--- src/rtl/lfsr_prng_core.sv ---
// PRNG core: XNOR Fibonacci data/control LFSRs with a 2:1 bit-pair pick per output bit.
// Free-run tick enables, single-step, hold, seed load with lock-up guard, registered output + valid strobe.
module lfsr_prng_core #(
    parameter int unsigned           OUT_W     = 8,
    parameter logic [2*OUT_W-1:0]    DATA_TAPS = 16'hD008,
    parameter logic [OUT_W-1:0]      CTRL_TAPS = 8'hB8,
    parameter int unsigned           DIV_DATA  = 10_000_000,
    parameter int unsigned           DIV_CTRL  = 8,
    parameter int unsigned           CNT_W     = 24
) (
    input  logic                 CLK,
    input  logic                 rst,
    input  logic                 en,
    input  logic [1:0]           mode,
    input  logic                 step,
    input  logic                 seed_load,
    input  logic [2*OUT_W-1:0]   seed_data,
    input  logic [OUT_W-1:0]     seed_ctrl,
    output logic [OUT_W-1:0]     rnd_out,
    output logic                 rnd_valid,
    output logic                 seed_err
);

    localparam int unsigned     DATA_W    = 2 * OUT_W;
    localparam logic [CNT_W-1:0] DATA_LAST = CNT_W'(DIV_DATA - 1);
    localparam logic [CNT_W-1:0] CTRL_LAST = CNT_W'(DIV_CTRL - 1);

    typedef enum logic [1:0] {
        MODE_FREE = 2'b00,
        MODE_STEP = 2'b01,
        MODE_HOLD = 2'b10
    } mode_e;

    logic [DATA_W-1:0] data_q, data_nxt;
    logic [OUT_W-1:0]  ctrl_q, ctrl_nxt;
    logic [CNT_W-1:0]  cnt_d_q, cnt_d_nxt;
    logic [CNT_W-1:0]  cnt_c_q, cnt_c_nxt;
    logic              upd_q, upd_nxt;
    logic [OUT_W-1:0]  rnd_nxt;
    logic              valid_nxt;
    logic              err_nxt;

    logic [DATA_W-1:0] data_adv_c;
    logic [OUT_W-1:0]  ctrl_adv_c;
    logic [OUT_W-1:0]  sel_c;
    logic              data_ones_c;
    logic              ctrl_ones_c;
    mode_e             mode_c;

    assign data_adv_c  = {data_q[DATA_W-2:0], ~^(data_q & DATA_TAPS)};
    assign ctrl_adv_c  = {ctrl_q[OUT_W-2:0],  ~^(ctrl_q & CTRL_TAPS)};
    assign data_ones_c = &seed_data;
    assign ctrl_ones_c = &seed_ctrl;
    assign mode_c      = mode[1] ? MODE_HOLD : mode_e'(mode);

    // Output bit i picks the high or low bit of data pair i under ctrl[i].
    for (genvar i = 0; i < OUT_W; i++) begin : g_sel
        assign sel_c[i] = ctrl_q[i] ? data_q[2*i+1] : data_q[2*i];
    end

    always_ff @(posedge CLK or negedge rst) begin
        if (!rst) begin
            data_q    <= '0;
            ctrl_q    <= '0;
            cnt_d_q   <= '0;
            cnt_c_q   <= '0;
            upd_q     <= 1'b0;
            rnd_out   <= '0;
            rnd_valid <= 1'b0;
            seed_err  <= 1'b0;
        end else begin
            data_q    <= data_nxt;
            ctrl_q    <= ctrl_nxt;
            cnt_d_q   <= cnt_d_nxt;
            cnt_c_q   <= cnt_c_nxt;
            upd_q     <= upd_nxt;
            rnd_out   <= rnd_nxt;
            rnd_valid <= valid_nxt;
            seed_err  <= err_nxt;
        end
    end

    // Priority: enable clear, then seed load, then the mode action; upd_q delays the output pick by one edge.
    always_comb begin
        data_nxt  = data_q;
        ctrl_nxt  = ctrl_q;
        cnt_d_nxt = cnt_d_q;
        cnt_c_nxt = cnt_c_q;
        upd_nxt   = 1'b0;
        rnd_nxt   = rnd_out;
        valid_nxt = upd_q;
        err_nxt   = seed_err;

        if (upd_q) begin
            rnd_nxt = sel_c;
        end

        if (!en) begin
            data_nxt  = '0;
            ctrl_nxt  = '0;
            cnt_d_nxt = '0;
            cnt_c_nxt = '0;
            rnd_nxt   = '0;
            valid_nxt = 1'b0;
            err_nxt   = 1'b0;
        end else if (seed_load) begin
            data_nxt  = data_ones_c ? '0 : seed_data;
            ctrl_nxt  = ctrl_ones_c ? '0 : seed_ctrl;
            err_nxt   = data_ones_c | ctrl_ones_c;
            cnt_d_nxt = '0;
            cnt_c_nxt = '0;
            upd_nxt   = 1'b1;
        end else begin
            unique case (mode_c)
                MODE_FREE: begin
                    if (cnt_d_q == DATA_LAST) begin
                        cnt_d_nxt = '0;
                        data_nxt  = data_adv_c;
                        upd_nxt   = 1'b1;
                    end else begin
                        cnt_d_nxt = cnt_d_q + CNT_W'(1);
                    end
                    if (cnt_c_q == CTRL_LAST) begin
                        cnt_c_nxt = '0;
                        ctrl_nxt  = ctrl_adv_c;
                        upd_nxt   = 1'b1;
                    end else begin
                        cnt_c_nxt = cnt_c_q + CNT_W'(1);
                    end
                end
                MODE_STEP: begin
                    cnt_d_nxt = '0;
                    cnt_c_nxt = '0;
                    if (step) begin
                        data_nxt = data_adv_c;
                        ctrl_nxt = ctrl_adv_c;
                        upd_nxt  = 1'b1;
                    end
                end
                default: begin
                end
            endcase
        end
    end

endmodule
--- config.mk ---
export PLATFORM = sky130hd
export DESIGN_NAME = lfsr_prng_core
export DESIGN_NICKNAME = d
export VERILOG_FILES = /design/src/rtl/lfsr_prng_core.sv
export SDC_FILE = /design/constraint.sdc
export NUM_CORES = 1
export LEC_CHECK = 0
export CORE_ASPECT_RATIO = 0.6
export CORE_UTILIZATION = 50
export DETAILED_ROUTE_END_ITERATION = 12
export PLACE_DENSITY = 0.71
export SYNTH_ARGS = -nofsm -noshare
export SYNTH_HDL_FRONTEND = slang
export SYNTH_SLANG_ARGS = --single-unit
--- constraint.sdc ---
create_clock -name CLK -period 2.71 [get_ports CLK]
set_input_delay 0.4065 -clock CLK [delete_from_list [all_inputs] [get_ports CLK]]
set_output_delay 0.4065 -clock CLK [all_outputs]
set_load 0.01 [all_outputs]
* After elaboration in Yosys (flattened, before gate mapping)
Index checks and enable logic that the tools add are counted.
Storage, ports and cells: flip-flop bits (word level) 83, latch bits 0, memory bits (writable) 0, bits in read-only memories 0, bits of input ports 31, output and inout bits 10, word-level logic and storage cells 67, memories kept 0
Operators by class: $add $sub $neg 2, $mul 0, divide/modulo/power cells 0, $lt $le $gt $ge 0, equal/unequal tests 9, shifts and indexed selects 0, mux-type cells 40, bitwise operators 1, reductions and logical operators 7
Operators with widths (number):
- $mux 24 | 6
- $pmux 24 s2 | 2
- $mux 16 | 5
- $mux 8 | 7
- $add 24x1->24 const B | 2
- $pmux 16 s2 | 1
- $eq 24x24->1 const B | 1
- $eq 24x3->1 const B | 1
- $mux 1 | 16
- $pmux 8 s2 | 1
- $reduce_and 16->1 | 1
- $reduce_xnor 16->1 | 1
- $ne 4x4->1 const B | 3
- $reduce_and 8->1 | 1
- $reduce_xnor 8->1 | 1
- $reduce_and 3->1 | 2
- $ne 2x1->1 const B | 2
- $ne 4x1->1 const B | 1
- $eq 2x1->1 const B | 1
- $logic_not 2->1 | 1
- $mux 2 | 1
- $pmux 1 s2 | 1
- $or 1x1->1 | 1

* Logic depth before layout (Yosys ltp)
Gate-level depths: netlist of run 1.
word-level depth 6, mapped depth 8, gate-level depth less buffers 6

* Worst setup path after synthesis of run 1
Ideal clock, no wire load.
path kind flip-flop to flip-flop, start point register cnt_c_q[18], end point register cnt_c_q[22], setup time 0.138 ns, arrival 1.871 ns, data required time 2.572 ns, slack 0.701 ns, stages on the path, launching flop included 8, path buffers 2, period minus slack after synthesis 2.009 ns, path through dfrtp_1 or4_4 nor4_4 a21oi_2 buf_6 buf_6 a31oi_1 a31oi_1
Between the ends: longest elaborated chain between the ends 5, elaborated cells on any way between the ends 6, classes of those cells 1 x add/sub; 1 x eq/ne; 4 x mux
RTL lines:
- start, declared | RTL line 37 | logic [CNT_W-1:0] cnt_c_q, cnt_c_nxt;
- start signal, assigned | RTL line 75 | cnt_c_q <= cnt_c_nxt;
- $add 24x1->24 or $eq 24x3->1 (tied branches) | RTL line 128, 123
- $mux 24 (*) | RTL line 123 | if (cnt_c_q == CTRL_LAST) begin
- $pmux 24 s2 (*) | RTL line 114 | unique case (mode_c)
- $mux 24 (*) | RTL line 106 | end else if (seed_load) begin
- $mux 24 (*) | RTL line 98 | if (!en) begin
Every way passes the cells marked *; elsewhere a longest branch is shown, timed or not. A chain may end at the register's enable or synchronous reset.

* Final worst setup path of run 1
start point register cnt_d_q[3], end point register cnt_d_q[12]
Between the ends: longest elaborated chain between the ends 5, elaborated cells on any way between the ends 6, classes of those cells 1 x add/sub; 1 x eq/ne; 4 x mux
RTL lines:
- start, declared | RTL line 36 | logic [CNT_W-1:0] cnt_d_q, cnt_d_nxt;
- start signal, assigned | RTL line 74 | cnt_d_q <= cnt_d_nxt;
- $add 24x1->24 or $eq 24x24->1 (tied branches) | RTL line 121, 116
- $mux 24 (*) | RTL line 116 | if (cnt_d_q == DATA_LAST) begin
- $pmux 24 s2 (*) | RTL line 114
- $mux 24 (*) | RTL line 106
- $mux 24 (*) | RTL line 98
Marks and branches as above.

==> results of run 1 <==
cell families after synthesis:
kind of cell               after synthesis  share of synthesized area, %
and+or+nand+nor                        186                          21.3
muxes                                   26                          6.14
DFF                                     83                          45.3
adders and majority gates                2                         0.546
xor gates and xnor gates                19                          3.63
AOI/OAI and AO/OA                      129                          19.2
buffers and inverters                   34                          3.85
layout make-up:
type / count / area, µm²
fillers: 765 / 3290
clock inverters: 3 / 15.0
well taps: 112 / 140
multi-input cells: 362 / 2330
inverters: 8 / 30.0
flip-flops and latches: 83 / 2080
repair buffers: 60 / 561
clock buffers: 12 / 246
stage by stage:
step / total power, mW / setup WS, ns
2_1_floorplan: 1.50 / 0.701
3_3_place_gp: 1.65 / 0.313
3_5_place_dp: 1.66 / 0.275
4_1_cts: 2.76 / 0.391
5_1_grt: 2.86 / 0.172
6_report: 2.74 / 0.353
worst reg2reg max path: cells and delay by family, from the launching register on:
| kind | cells | cell delay, ns |
|---|---|---|
| flops | 1 | 0.42 |
| compound gates | 3 | 0.98 |
| simple gates | 2 | 0.82 |
synthesized netlist by cell type (4+ instances only):
cell type,count,area [µm²]
xor2_1,6,52.6
a21oi_1,33,165
nor4_1,8,50.1
a31oi_1,22,138
clkbuf_1,14,52.6
nor2b_1,11,68.8
mux2i_1,9,90.1
buf_6,4,45.0
nand2_1,43,161
nor3_1,11,55.1
a22o_1,24,210
o211a_1,8,80.1
and3_1,8,50.1
and4_1,5,43.8
nand2b_1,4,25.0
mux2_2,17,191
xnor2_1,13,114
nor2_1,41,154
or3_1,6,37.5
dfrtp_1,83,2080
nand3_1,17,85.1
o21ai_0,21,105
inv_1,8,30.0
nand4_1,16,100
power groups by stage:
stage	clock (mW)	combinational [mW]	sequential [mW]
after floorplan	0	0.161	1.34
after global routing	1.19	0.333	1.34
after CTS	1.13	0.306	1.33
after detailed placement	0	0.304	1.35
after global placement	0	0.299	1.35
final	1.11	0.306	1.33
final timing paths:
kind / to / start
worst max-delay path: cnt_d_q[12] / cnt_d_q[3]
worst min-delay path: cnt_c_q[21] / rst
worst max register to register: cnt_d_q[12] / cnt_d_q[3]
worst min register to register: rnd_out[0] / rnd_out[0]
max in group asynchronous: data_q[11] / rst
min in group CLK: rnd_out[0] / rnd_out[0]
per-layer routing:
metal	track usage (%)	vias to the layer above	share of wire (%)
li1	-	1873	-
met1	41.6	1934	53
met2	32.1	143	40
met3	6.32	7	6.9
met4	5.12	0	0.67
met5	0	-	0
flip-flops by register name, summed over array words and instances, names as in the netlist:
signal     flops
cnt_c_q       24
cnt_d_q       24
data_q        16
ctrl_q         8
rnd_out        8
rnd_valid      1
seed_err       1
upd_q          1
==> reports/results.ini, run 1 <==
[global_routing]
grt_use_total_pct = 25.2
grt_pass1_wl_um = 18800
grt_remaining_overflow = 0
grt_max_degree = 51
antenna_found_initial = 0
grt_pass1_vias = 3548

[critical_path]
critPathTopFamily = compound AO/OA/AOI/OAI gates
cp-end-kind = register
worstPathRequired_ns = 2.90
critical_path_buf_inv_count = 0
reg2reg_depth = 5
worst-path-stages = 5
crit_slowest_cell = nor4_2
ff2ff_setup_slack_ns = 0.35
path_max_fanout = 8
cpPeakStageDelay_ns = 0.55
crit_chain = nand4_1 > nor4_2 > a21oi_1 > o21ai_1 > o21ai_0
critical_path_arrival_ns = 2.55
cp-start-kind = register
worstSetupPathType = reg -> reg

[cells_and_area]
area_growth_pct = 17.8
fin_area_um2 = 5400
most-common-layout-cells = dfrtp_1 (83), nand2_1 (43), nor2_1 (41)
antenna_cells = 0
final_cells = 640
finalNetCount = 557
drive_above_1_share_pct = 11.4
utilization_pct = 62.2
final_common_cell = dfrtp_1

[sta]
fmax_ghz = 0.424
slew_headroom_pct = 59.2
hold_violations = 0
drv_slew = 0
rsz0062_at_grt = false
fin_hold_ws_ns = 0.0302
period_share_pct = 87.0
tns_ns = 0
fin_skew_ns = 0.00623
finalCriticalPeriod_ns = 2.36
setup_viol = 0
tightestPinTransition_ns = 0.607

[yosys]
synthDistinctLibCells = 55
synth_edf_count = 0
synth_async_sr_flop_share_pct = 100
ys_warn_count = 0
syn_avg_cell_area_um2 = 9.57
ys_seq_elements = 83
synth_nets = 512
synth_area_um2 = 4580
synth_top_flop_cell = dfrtp_1
seq_area_frac_synth_pct = 45.3
netlist_instances = 479

[die]
rows = 26
coreArea_um2 = 8690
die_area_um2 = 9570
die_w_um = 126
die_h_um = 76.2
io_pins = 41
start_util_pct = 52.8

[drt]
route.detailed.drc = 2
routed_via_density = 6.18
drt_pre_antenna_iters = 11
ant_nets = 0
drt-total-wl_um = 11400
wl_per_cell_um = 17.8
drt_iter0_markers = 337
via_count = 3957

[placed_design]
dpl.hpwl_um = 8200
io_buffers = 40
placed_area_um2 = 5140
dp.cells = 625
gp_congestion = 0.871

[clocking]
h-tree-depth = 3
cts_tree = done
ctsResizeCount = 0
post_cts_buffers = 0
clockBufferDepth = 2
insertion_delay_ns = 0.34
clkTransAtPathRegs_ns = 0.06
cts_inserted_buffers = 9
hold_buffers = 0
cts.sinks = 83
clockRootBuffer = clkbuf_16

[pwr]
p_switching_uw = 673
combinationalPowerShare_pct = 11.1
peakVddDrop_mv = 0.312
intPower_mw = 2.07
p_per_area_nw_per_um2 = 508
leakagePower_nw = 2.31
seqPwrFrac_pct = 48.5
p_sw_share_pct = 24.5
clockPowerShare_pct = 40.4

[hold_path]
hold_class = in -> async

[outcome]
violations = DRC
status = complete, but fails checks

[job]
max_cap_violations = 0

No activity file was read; power rests on OpenSTA's default activity.
==> run 2, diff against run 1 <==
--- a/config.mk
+++ b/config.mk
@@ -6,9 +6,8 @@
 export NUM_CORES = 1
 export LEC_CHECK = 0
 export CORE_ASPECT_RATIO = 0.6
-export CORE_UTILIZATION = 50
+export CORE_UTILIZATION = 23
 export DETAILED_ROUTE_END_ITERATION = 12
-export PLACE_DENSITY = 0.71
 export SYNTH_ARGS = -nofsm -noshare
 export SYNTH_HDL_FRONTEND = slang
 export SYNTH_SLANG_ARGS = --single-unit
==> run 2 against run 1 <==
  * The flow now finishes without violations
  * Via count decreased by 1.1%
  * Power is 1.6% higher
  * Sequential share of layout area shrank 1.4 points
  * First-iteration DRC count increased by 1.2%
  * Core utilization decreased by 33 points
  * Combinational power barely moved
  * Sequential power is essentially flat
  * Largest power group unchanged
  * Clock skew increased by 0.0023 ns
  * Clock power increased by 4%
  * Routed wire length increased by 9.6%
==> reports/results.ini, run 2 (synthesis results as in run 1) <==
[critical_path]
worstPathRequired_ns = 2.91  ; was 2.90 ns
critical_path_buf_inv_count = 0  ; unchanged
crit_slowest_cell = nor4_2  ; unchanged
regToRegStartpoint = cnt_d_q[0]  ; was cnt_d_q[3]
path_max_fanout = 8  ; unchanged
critPathTopFamily = compound AO/OA/AOI/OAI gates  ; unchanged
critical_path_arrival_ns = 2.61  ; was 2.55 ns
cp-end-kind = register  ; unchanged
crit_chain = ha_1 > nand2_1 > nor4_2 > a21oi_1 > o21ai_1 > o21ai_0  ; was nand4_1 > nor4_2 > a21oi_1 > o21ai_1 > o21ai_0
worstSetupPathType = reg -> reg  ; unchanged
cp-start-kind = register  ; unchanged
cpPeakStageDelay_ns = 0.57  ; was 0.55 ns
cp-startpoint = cnt_d_q[0]  ; was cnt_d_q[3]

[clocking]
cts.sinks = 83  ; unchanged
cts_inserted_buffers = 9  ; unchanged
clockRootBuffer = clkbuf_16  ; unchanged
post_cts_buffers = 0  ; unchanged
clkTransAtPathRegs_ns = 0.07  ; was 0.06 ns
clockBufferDepth = 2  ; unchanged
cts_tree = done  ; unchanged
h-tree-depth = 3  ; unchanged
hold_buffers = 0  ; unchanged
insertion_delay_ns = 0.35  ; was 0.34 ns
ctsResizeCount = 0  ; unchanged

[outcome]
status = completed  ; was complete, but fails checks

[die]
rows = 39  ; was 26
start_util_pct = 23.8  ; was 52.8%
die_h_um = 111  ; was 76.2 µm
die_w_um = 184  ; was 126 µm
io_pins = 41  ; unchanged
die_area_um2 = 20500  ; was 9570 µm²
coreArea_um2 = 19300  ; was 8690 µm²

[cells_and_area]
final_common_cell = dfrtp_1  ; unchanged
antenna_cells = 0  ; unchanged
fillers = 2005  ; was 765
area_growth_pct = 22.3  ; was 17.8%
drive_above_1_share_pct = 11.9  ; was 11.4%
most-common-layout-cells = dfrtp_1 (83), nand2_1 (43), nor2_1 (41)  ; unchanged
top_regs = cnt_c_q x24, cnt_d_q x24, data_q x16  ; unchanged
finalNetCount = 558  ; was 557

[drt]
drt_pre_antenna_iters = 4  ; was 11
routed_via_density = 4.92  ; was 6.18
via_count = 3915  ; was 3,957
drt-total-wl_um = 12500  ; was 11,400 µm
drt_iter0_markers = 341  ; was 337
ant_nets = 0  ; unchanged
route.detailed.drc = 0  ; was 2
wl_per_cell_um = 15.7  ; was 17.8 µm

[sta]
setup_slack_ns = 0.300  ; was 0.353 ns
period_share_pct = 88.9  ; was 87.0%
fmax_ghz = 0.415  ; was 0.424 GHz
hold_violations = 0  ; unchanged
rsz0062_at_grt = false  ; unchanged
fin_hold_ws_ns = 0.0510  ; was 0.0302 ns
drv_slew = 0  ; unchanged
fin_skew_ns = 0.00857  ; was 0.00623 ns
setup_viol = 0  ; unchanged
tns_ns = 0  ; unchanged
slew_headroom_pct = 34.2  ; was 59.2%
finalCriticalPeriod_ns = 2.41  ; was 2.36 ns
tightestPinTransition_ns = 0.983  ; was 0.607 ns

[global_routing]
grt_remaining_overflow = 0  ; unchanged
grt_max_degree = 44  ; was 51
grt_pass1_vias = 3548  ; unchanged
antenna_found_initial = 0  ; unchanged
grt_use_total_pct = 12.7  ; was 25.2%
grt_pass1_wl_um = 20100  ; was 18,800 µm

[pwr]
p_per_area_nw_per_um2 = 497  ; was 508 nW/µm²
peakVddDrop_mv = 0.310  ; was 0.312 mV
leakagePower_nw = 2.31  ; about the same
power_mw = 2.79  ; was 2.74 mW

[job]
max_cap_violations = 0  ; unchanged

[hold_path]
hold_class = in -> async  ; unchanged

[placed_design]
dpl.hpwl_um = 9240  ; was 8200 µm
io_buffers = 40  ; unchanged
gp_congestion = 0.838  ; was 0.871
place_ws_ns = 0.190  ; was 0.275 ns

run 2: path summary, 6_finish.rpt:
kind,endpoint,slack [ns],cells past startpoint
worst min register to register,cnt_c_q[21],0.50,1
worst max-delay path,cnt_d_q[13],0.30,6
worst max register to register,cnt_d_q[13],0.30,6
max in group asynchronous,cnt_d_q[12],2.02,2
min in group CLK,cnt_c_q[21],0.50,1
worst min-delay path,cnt_c_q[18],0.05,1
run 2: worst reg2reg max path, delay by kind of cell, from the launching register on:
kind            cells  cell delay [ns]
compound gates      3             0.96
fa+ha+maj           1             0.22
flops               1             0.38
simple gates        2             0.70
run 2: final cells by class:
| cell class | instances | area [µm²] | share of cell area, % |
|---|---|---|---|
| clock buffers | 10 | 239 | 4.26 |
| clock inverters | 5 | 30.0 | 0.535 |
| inverters | 8 | 30.0 | 0.535 |
| multi-input cells | 362 | 2330 | 41.6 |
| flip-flops and latches | 83 | 2080 | 37.0 |
| well taps | 266 | 333 | 5.93 |
| repair buffers | 61 | 568 | 10.1 |
run 2: routing by layer:
layer	share of wire, %	wire (µm)	vias to the layer above	GRT usage, %
li1	-	-	1882	-
met1	57	7130	1919	21.3
met2	34	4280	103	14.0
met3	8.0	1000	11	5.00
met4	0.76	95	0	2.67
met5	0	0	-	0
run 2: metrics by stage:
| step | cell area, µm² | util, % | instances |
|---|---|---|---|
| floorplan | 4580 | - | 479 |
| global placement | 5340 | 27.7 | 780 |
| detailed placement | 5340 | 27.7 | 780 |
| CTS | 5610 | 29.1 | 795 |
| global route | 5610 | 29.1 | 795 |
| finish | 5610 | 29.1 | 795 |
run 2: report_power, final:
part / internal, mW / leakage [nW] / switching, mW
sequential: 1.28 / 1.14 / 0.0509
combinational: 0.152 / 1.04 / 0.153
clock: 0.635 / 0.130 / 0.516
total: 2.07 / 2.31 / 0.720
==> run 3, diff against run 2 <==
--- a/config.mk
+++ b/config.mk
@@ -8,6 +8,7 @@
 export CORE_ASPECT_RATIO = 0.6
 export CORE_UTILIZATION = 23
 export DETAILED_ROUTE_END_ITERATION = 12
+export HOLD_SLACK_MARGIN = 0.05
 export SYNTH_ARGS = -nofsm -noshare
 export SYNTH_HDL_FRONTEND = slang
 export SYNTH_SLANG_ARGS = --single-unit
==> results of run 3 <==
Same layout as run 2: the final DEF is identical, and so are final timing and power.
